===== src/rtl/mips_hazard_unit.sv =====
// mips_hazard_unit: load-use stall, branch flush and EX operand forwarding
// selection for an in-order MIPS pipeline.
//
// Ports:
//   clock, resetN             rising-edge clock, async active-low reset
//   idRs/idRt, idUsesRs/Rt    ID-stage source registers and their use flags
//   idWrite, idDst, idIsLoad  ID-stage destination info
//   branchTaken               EX instruction redirects the PC this cycle
//   stall, flushId            combinational pipeline control
//   fwdA, fwdB                registered EX operand source (0 = regfile,
//                             k = stage k after EX)
// Optional: define MIPS_HAZARD_MULDIV_EN to add mdStart, idUsesHiLo,
// mdBusy and the MD_LAT parameter (multi-cycle mul/div busy tracking).

module mips_hazard_unit #(
    parameter int REG_W = 5,
    parameter int DEPTH = 3
`ifdef MIPS_HAZARD_MULDIV_EN
    ,
    parameter int MD_LAT = 32
`endif
) (
    input  logic             clock,
    input  logic             resetN,
    input  logic [REG_W-1:0] idRs,
    input  logic [REG_W-1:0] idRt,
    input  logic             idUsesRs,
    input  logic             idUsesRt,
    input  logic             idWrite,
    input  logic [REG_W-1:0] idDst,
    input  logic             idIsLoad,
    input  logic             branchTaken,
`ifdef MIPS_HAZARD_MULDIV_EN
    input  logic             mdStart,
    input  logic             idUsesHiLo,
    output logic             mdBusy,
`endif
    output logic             stall,
    output logic             flushId,
    output logic [2:0]       fwdA,
    output logic [2:0]       fwdB
);

    // Scoreboard: entry 0 is EX, entry DEPTH-1 the oldest tracked stage.
    logic [DEPTH-1:0] vld_q, vld_d;
    logic [DEPTH-1:0] ld_q, ld_d;
    logic [REG_W-1:0] dst_q [DEPTH];
    logic [REG_W-1:0] dst_d [DEPTH];

    logic [2:0] fwd_a_q, fwd_a_d;
    logic [2:0] fwd_b_q, fwd_b_d;

    // Only entries 0..DEPTH-2 can forward; the oldest stage writes the
    // register file before it is read.
    logic [DEPTH-2:0] hit_rs, hit_rt;
    logic             load_use;
    logic             md_hazard;

    // The oldest entry is only shifted out, never inspected.
    logic unused_oldest;
    assign unused_oldest = ^{vld_q[DEPTH-1], ld_q[DEPTH-1], dst_q[DEPTH-1]};

    always_comb begin
        hit_rs = '0;
        hit_rt = '0;
        for (int i = 0; i < DEPTH - 1; i++) begin
            hit_rs[i] = idUsesRs && vld_q[i] && (dst_q[i] == idRs) && (|idRs);
            hit_rt[i] = idUsesRt && vld_q[i] && (dst_q[i] == idRt) && (|idRt);
        end
    end

    assign load_use = ld_q[0] && (hit_rs[0] || hit_rt[0]);

`ifdef MIPS_HAZARD_MULDIV_EN
    localparam int MD_W = $clog2(MD_LAT + 1);

    logic [MD_W-1:0] md_cnt_q, md_cnt_d;

    always_comb begin
        md_cnt_d = md_cnt_q;
        if (|md_cnt_q) begin
            md_cnt_d = md_cnt_q - 1'b1;
        end else if (mdStart) begin
            md_cnt_d = MD_W'(MD_LAT);
        end
    end

    always_ff @(posedge clock or negedge resetN) begin
        if (!resetN) begin
            md_cnt_q <= '0;
        end else begin
            md_cnt_q <= md_cnt_d;
        end
    end

    assign mdBusy    = |md_cnt_q;
    assign md_hazard = mdBusy && idUsesHiLo;
`else
    assign md_hazard = 1'b0;
`endif

    // Flush wins over stall; both are held low during reset.
    assign flushId = resetN && branchTaken;
    assign stall   = resetN && !flushId && (load_use || md_hazard);

    always_comb begin
        vld_d    = '0;
        ld_d     = '0;
        dst_d[0] = idDst;
        vld_d[0] = idWrite && !stall && !flushId;
        ld_d[0]  = idIsLoad;
        for (int i = 1; i < DEPTH; i++) begin
            vld_d[i] = vld_q[i-1];
            ld_d[i]  = ld_q[i-1];
            dst_d[i] = dst_q[i-1];
        end
    end

    // Walk from oldest to youngest so the youngest match wins.
    always_comb begin
        fwd_a_d = '0;
        fwd_b_d = '0;
        if (!stall && !flushId) begin
            for (int i = DEPTH - 2; i >= 0; i--) begin
                if (hit_rs[i]) fwd_a_d = 3'(i + 1);
                if (hit_rt[i]) fwd_b_d = 3'(i + 1);
            end
        end
    end

    always_ff @(posedge clock or negedge resetN) begin
        if (!resetN) begin
            vld_q   <= '0;
            ld_q    <= '0;
            fwd_a_q <= '0;
            fwd_b_q <= '0;
            for (int i = 0; i < DEPTH; i++) begin
                dst_q[i] <= '0;
            end
        end else begin
            vld_q   <= vld_d;
            ld_q    <= ld_d;
            fwd_a_q <= fwd_a_d;
            fwd_b_q <= fwd_b_d;
            for (int i = 0; i < DEPTH; i++) begin
                dst_q[i] <= dst_d[i];
            end
        end
    end

    assign fwdA = fwd_a_q;
    assign fwdB = fwd_b_q;

endmodule


===== config.mk =====
export PLATFORM = sky130hd
export DESIGN_NAME = mips_hazard_unit
export DESIGN_NICKNAME = d
export VERILOG_FILES = /design/src/rtl/mips_hazard_unit.sv
export SDC_FILE = /design/constraint.sdc
export NUM_CORES = 1
export LEC_CHECK = 0
export BUFFER_PORTS_ARGS = -buffer_cell sky130_fd_sc_hd__buf_2
export CAP_MARGIN = 30
export CORE_MARGIN = 5
export CORE_UTILIZATION = 42
export CTS_CLUSTER_DIAMETER = 150
export DETAILED_ROUTE_END_ITERATION = 10
export PLACE_DENSITY = 0.79
export SLEW_MARGIN = 15
export SYNTH_ARGS = -nofsm -noshare
export SYNTH_HDL_FRONTEND = slang
export SYNTH_SLANG_ARGS = --single-unit

===== constraint.sdc =====
create_clock -name clock -period 1.5 [get_ports clock]
set_input_delay 0.3 -clock clock [delete_from_list [all_inputs] [get_ports clock]]
set_output_delay 0.3 -clock clock [all_outputs]
set_load 0.02 [all_outputs]

==> metrics.log <==
[metrics] wire length of the first global-routing pass: 3280 um
[metrics] DIE HEIGHT: approximately 53 um
[metrics] number of warning messages in the yosys log: 0
[metrics] final count of negative-setup-slack endpoints: 1
[metrics] post-synth top area cell: dfrtp_1
[metrics] starting density of the core: between 40 and 50%
[metrics] Final Routed Wirelength: about 2100 um
[metrics] cell at the root of the clock tree: clkbuf_4
[metrics] final period demand of the worst path: 1840 ps
[metrics] gp weighted congestion: a little under 0.8
[metrics] number of failing hold endpoints at the final stage: 0
[metrics] number of antenna violations at the first check in global routing: 0
[metrics] outcome: complete, but fails checks
[metrics] mean area per synthesized cell: between 10 and 15 um^2
[metrics] met1 Use GR: roughly 18%
[metrics] flip-flop and latch area: between 400 and 500 um^2
[metrics] power density over the cells: between 700 and 800 nW/um^2
[metrics] mean number of vias per cell: approximately 5
[metrics] number of flip-flops and latches in the synthesized netlist: 17
[metrics] number of enable-type register cells in the synthesized netlist: 0
[metrics] most utilized layer in the global route result: met2
[metrics] ys flop type: dfrtp_1
[metrics] Cells after DPL: roughly 130
[metrics] final core utilization: 68.5%
[metrics] switching share of power: 27.3%
[metrics] fraction of power consumed by sequential logic: 53.4%
[metrics] combined buffer and inverter count along the critical path: 1
[metrics] P&R area growth vs syn: 52.1%
[metrics] number of fillers in the final layout: between 100 and 150
[metrics] worst-case register-to-register setup slack: approximately 60 ps
[metrics] max-slew violation count: 0
[metrics] number of antenna diodes: 0
[metrics] type of element launching the critical path: register
[metrics] met3 usage: approximately 3.9%
[metrics] worst hold-check path type: in2async
[metrics] relative contribution of combinational cells to total power: 19.8%
[metrics] share of synthesized registers carrying an async set or reset: between 90% and 100%
[metrics] cell row count: 15
[metrics] crit path kind: reg2out
[metrics] Core Area: roughly 1800 um^2
[metrics] total CTS buffers: 3
[metrics] initial drt markers: 7
[metrics] top-count cell post-synth: dfrtp_1
[metrics] CTS clock-pin slew for the worst setup and hold paths: around 100 ps
[metrics] data arrival time of the critical path: ~1500 ps
[metrics] number of port buffers: 27
[metrics] cell area after technology mapping: between 700 and 800 um^2
[metrics] total via count after detailed routing: approximately 700
[metrics] post-synth top area share: between 50% and 60%
[metrics] vias in the first global route: between 700 and 800
[metrics] overall die area: between 2000 and 3000 um^2
[metrics] All-Layer GR Usage: approximately 17%
[metrics] fmax: roughly 540 MHz
[metrics] unrepaired setup endpoints after global routing: true
[metrics] CTS tree: built
[metrics] post-synthesis cell type count: 17
[metrics] violations in the final reports: setup timing
[metrics] depth of the CTS H-tree: 1
[metrics] endpoint required time on the critical path: approximately 1200 ps
[metrics] number of max-cap violations: 0
[metrics] VDD IR max: 0.569 mV
[metrics] clock latency at the later pin of the worst-skew pair: approximately 290 ps
[metrics] DRT Pass-1 Iters: 6
[metrics] clock sink count: 17
[metrics] fraction of layout cells with a size suffix above 1: between 50% and 60%
[metrics] Critical Path Sink Type: output port
[metrics] Antenna Violating Nets Remaining: 0
[metrics] total I/O pin count: 30
[metrics] deepest clock path buffer count: 2
[metrics] Final period util: 123%
[metrics] number of remaining DRC errors: 0
[metrics] Layout Skew: approximately 2.2 ps
[metrics] Leak Pwr: 0.000578 uW
[metrics] met2 GRT Util: a little under a third
[metrics] DR WL/cell: 14.6 um
[metrics] total area of multi-input combinational cells: about 430 um^2
[metrics] Chip Width: 53.5 um
[metrics] sum of overflow across all layers after global routing: 0
[metrics] P_sw: 254 uW
[metrics] peak per-stage delay on the critical path: 430 ps
[metrics] synthesized netlist cell count: 66
[metrics] post-layout total power: approximately 930 uW
[metrics] Final nets: around 140
[metrics] maximum number of pins on one net before global-route repair: 17
[metrics] fin worst setup slack: -341 ps
[metrics] share of total power in the clock network: 26.7%
[metrics] ranking of synthesized cells by instance count: dfrtp_1, xnor2_1, xor2_1
[metrics] dominant cells by area after synthesis: dfrtp_1, xnor2_1, xor2_1
[metrics] Max Fanout on Critical Path: 3
[metrics] final instance count without filler cells: about 140
[metrics] cell chain of the critical path: xnor2_1, nand4_1, nor3_2, o21a_2, buf_6
[metrics] HPWL after detailed placement: 1630 um
[metrics] sequential area share after synthesis: a little over half
[metrics] worst-path cell with the longest stage delay: dfrtp_1
[metrics] internal power consumption: approximately 680 uW
[metrics] category of cells accounting for the largest share of critical-path delay: flip-flops
## cells by family (layout without fill, tap and decap cells)
| family | after synthesis | after routing | synth area share [%] |
|---|---|---|---|
| AOI/OAI and AO/OA | 5 | 5 | 6.93 |
| buffers and inverters | 3 | 52 | 2.36 |
| DFF | 17 | 17 | 53.5 |
| other | 1 | 2 | 0.472 |
| xor gates and xnor gates | 20 | 20 | 22.0 |
| and+or+nand+nor | 20 | 20 | 14.6 |
## what timing repair did
| item | in CTS | in global routing |
|---|---|---|
| gates resized for setup | 4 | 5 |
| endpoints found under the setup margin | 3 | 3 |
| gates cloned | 0 | 0 |
| hold buffers | 1 | 0 |
| pin swaps | 13 | 9 |
| setup buffers | 3 | 2 |
| hold endpoints to repair | 1 | 0 |
## cell usage in the layout, fill, tap and decap left out
cell           count
xnor2_2            3
nor2_1             3
dfrtp_2            2
buf_6              1
dfrtp_1           15
o21ai_4            2
conb_1             2
and2_1             1
xor2_1             8
a2111oi_2          1
clkbuf_4           3
inv_1              1
dlygate4sd3_1      1
nor4_2             1
nor3_2             1
nor4_1             1
or4_4              2
buf_2             26
nor3_4             1
nand4_1            4
a2111oi_4          1
clkbuf_1           1
o21a_2             1
buf_4             19
xnor2_1            9
and2_2             1
nand2_1            5
## path summary, 6_finish.rpt
path	from	depth (start not counted)	endpoint
worst max-delay path	dst_d[7]	5	stall
worst min-delay path	resetN	2	dst_d[9]
worst max register to register	dst_d[0]	4	fwdA[1]
worst min register to register	vld_q[0]	0	vld_q[1]
max in group asynchronous	resetN	2	vld_q[0]
min in group clock	idDst[0]	1	dst_d[5]
## registers in the layout, indices dropped and copies added (netlist names)
signal,flops
ld_q,1
vld_q,2
fwdB,2
dst_d,10
fwdA,2
## final cells by class
cell class | instances | share of cell area (%)
flip-flops and latches | 17 | 35.4
multi-input cells | 47 | 35.2
repair buffers | 47 | 24.3
well taps | 25 | 2.59
clock buffers | 4 | 2.17
inverters | 1 | 0.311
## worst reg2reg max path, delay by kind of cell, from the launching register on
kind,cells,cell delay (ps)
compound gates,1,290
simple gates,2,470
xor+xnor,1,160
flops,1,410
## metrics by stage
| stage | area (um^2) | setup slack [ps] | hold WS [ps] | setup TNS (ps) |
|---|---|---|---|---|
| after floorplan | 828 | -127 | 4.41 | -150 |
| after global placement | 1090 | -340 | 107 | -1090 |
| after detailed placement | 1090 | -358 | 109 | -1250 |
| after CTS | 1170 | -346 | 4.27 | -346 |
| after global routing | 1210 | -417 | 17.7 | -467 |
| final | 1210 | -341 | 1.47 | -341 |
## power groups by stage
stage | clock network, uW | logic (uW) | registers (uW)
2_1_floorplan | 0 | 75.8 | 500
3_3_place_gp | 0 | 157 | 503
3_5_place_dp | 0 | 165 | 504
4_1_cts | 248 | 176 | 495
5_1_grt | 281 | 201 | 500
6_report | 249 | 185 | 497
## per-layer routing
| metal | wire length [um] | up-vias |
|---|---|---|
| met5 | 0 | - |
| met4 | 121 | 0 |
| met3 | 130 | 15 |
| met2 | 1070 | 33 |
| met1 | 730 | 330 |
| li1 | - | 323 |
No activity file was read; power rests on OpenSTA's default activity.
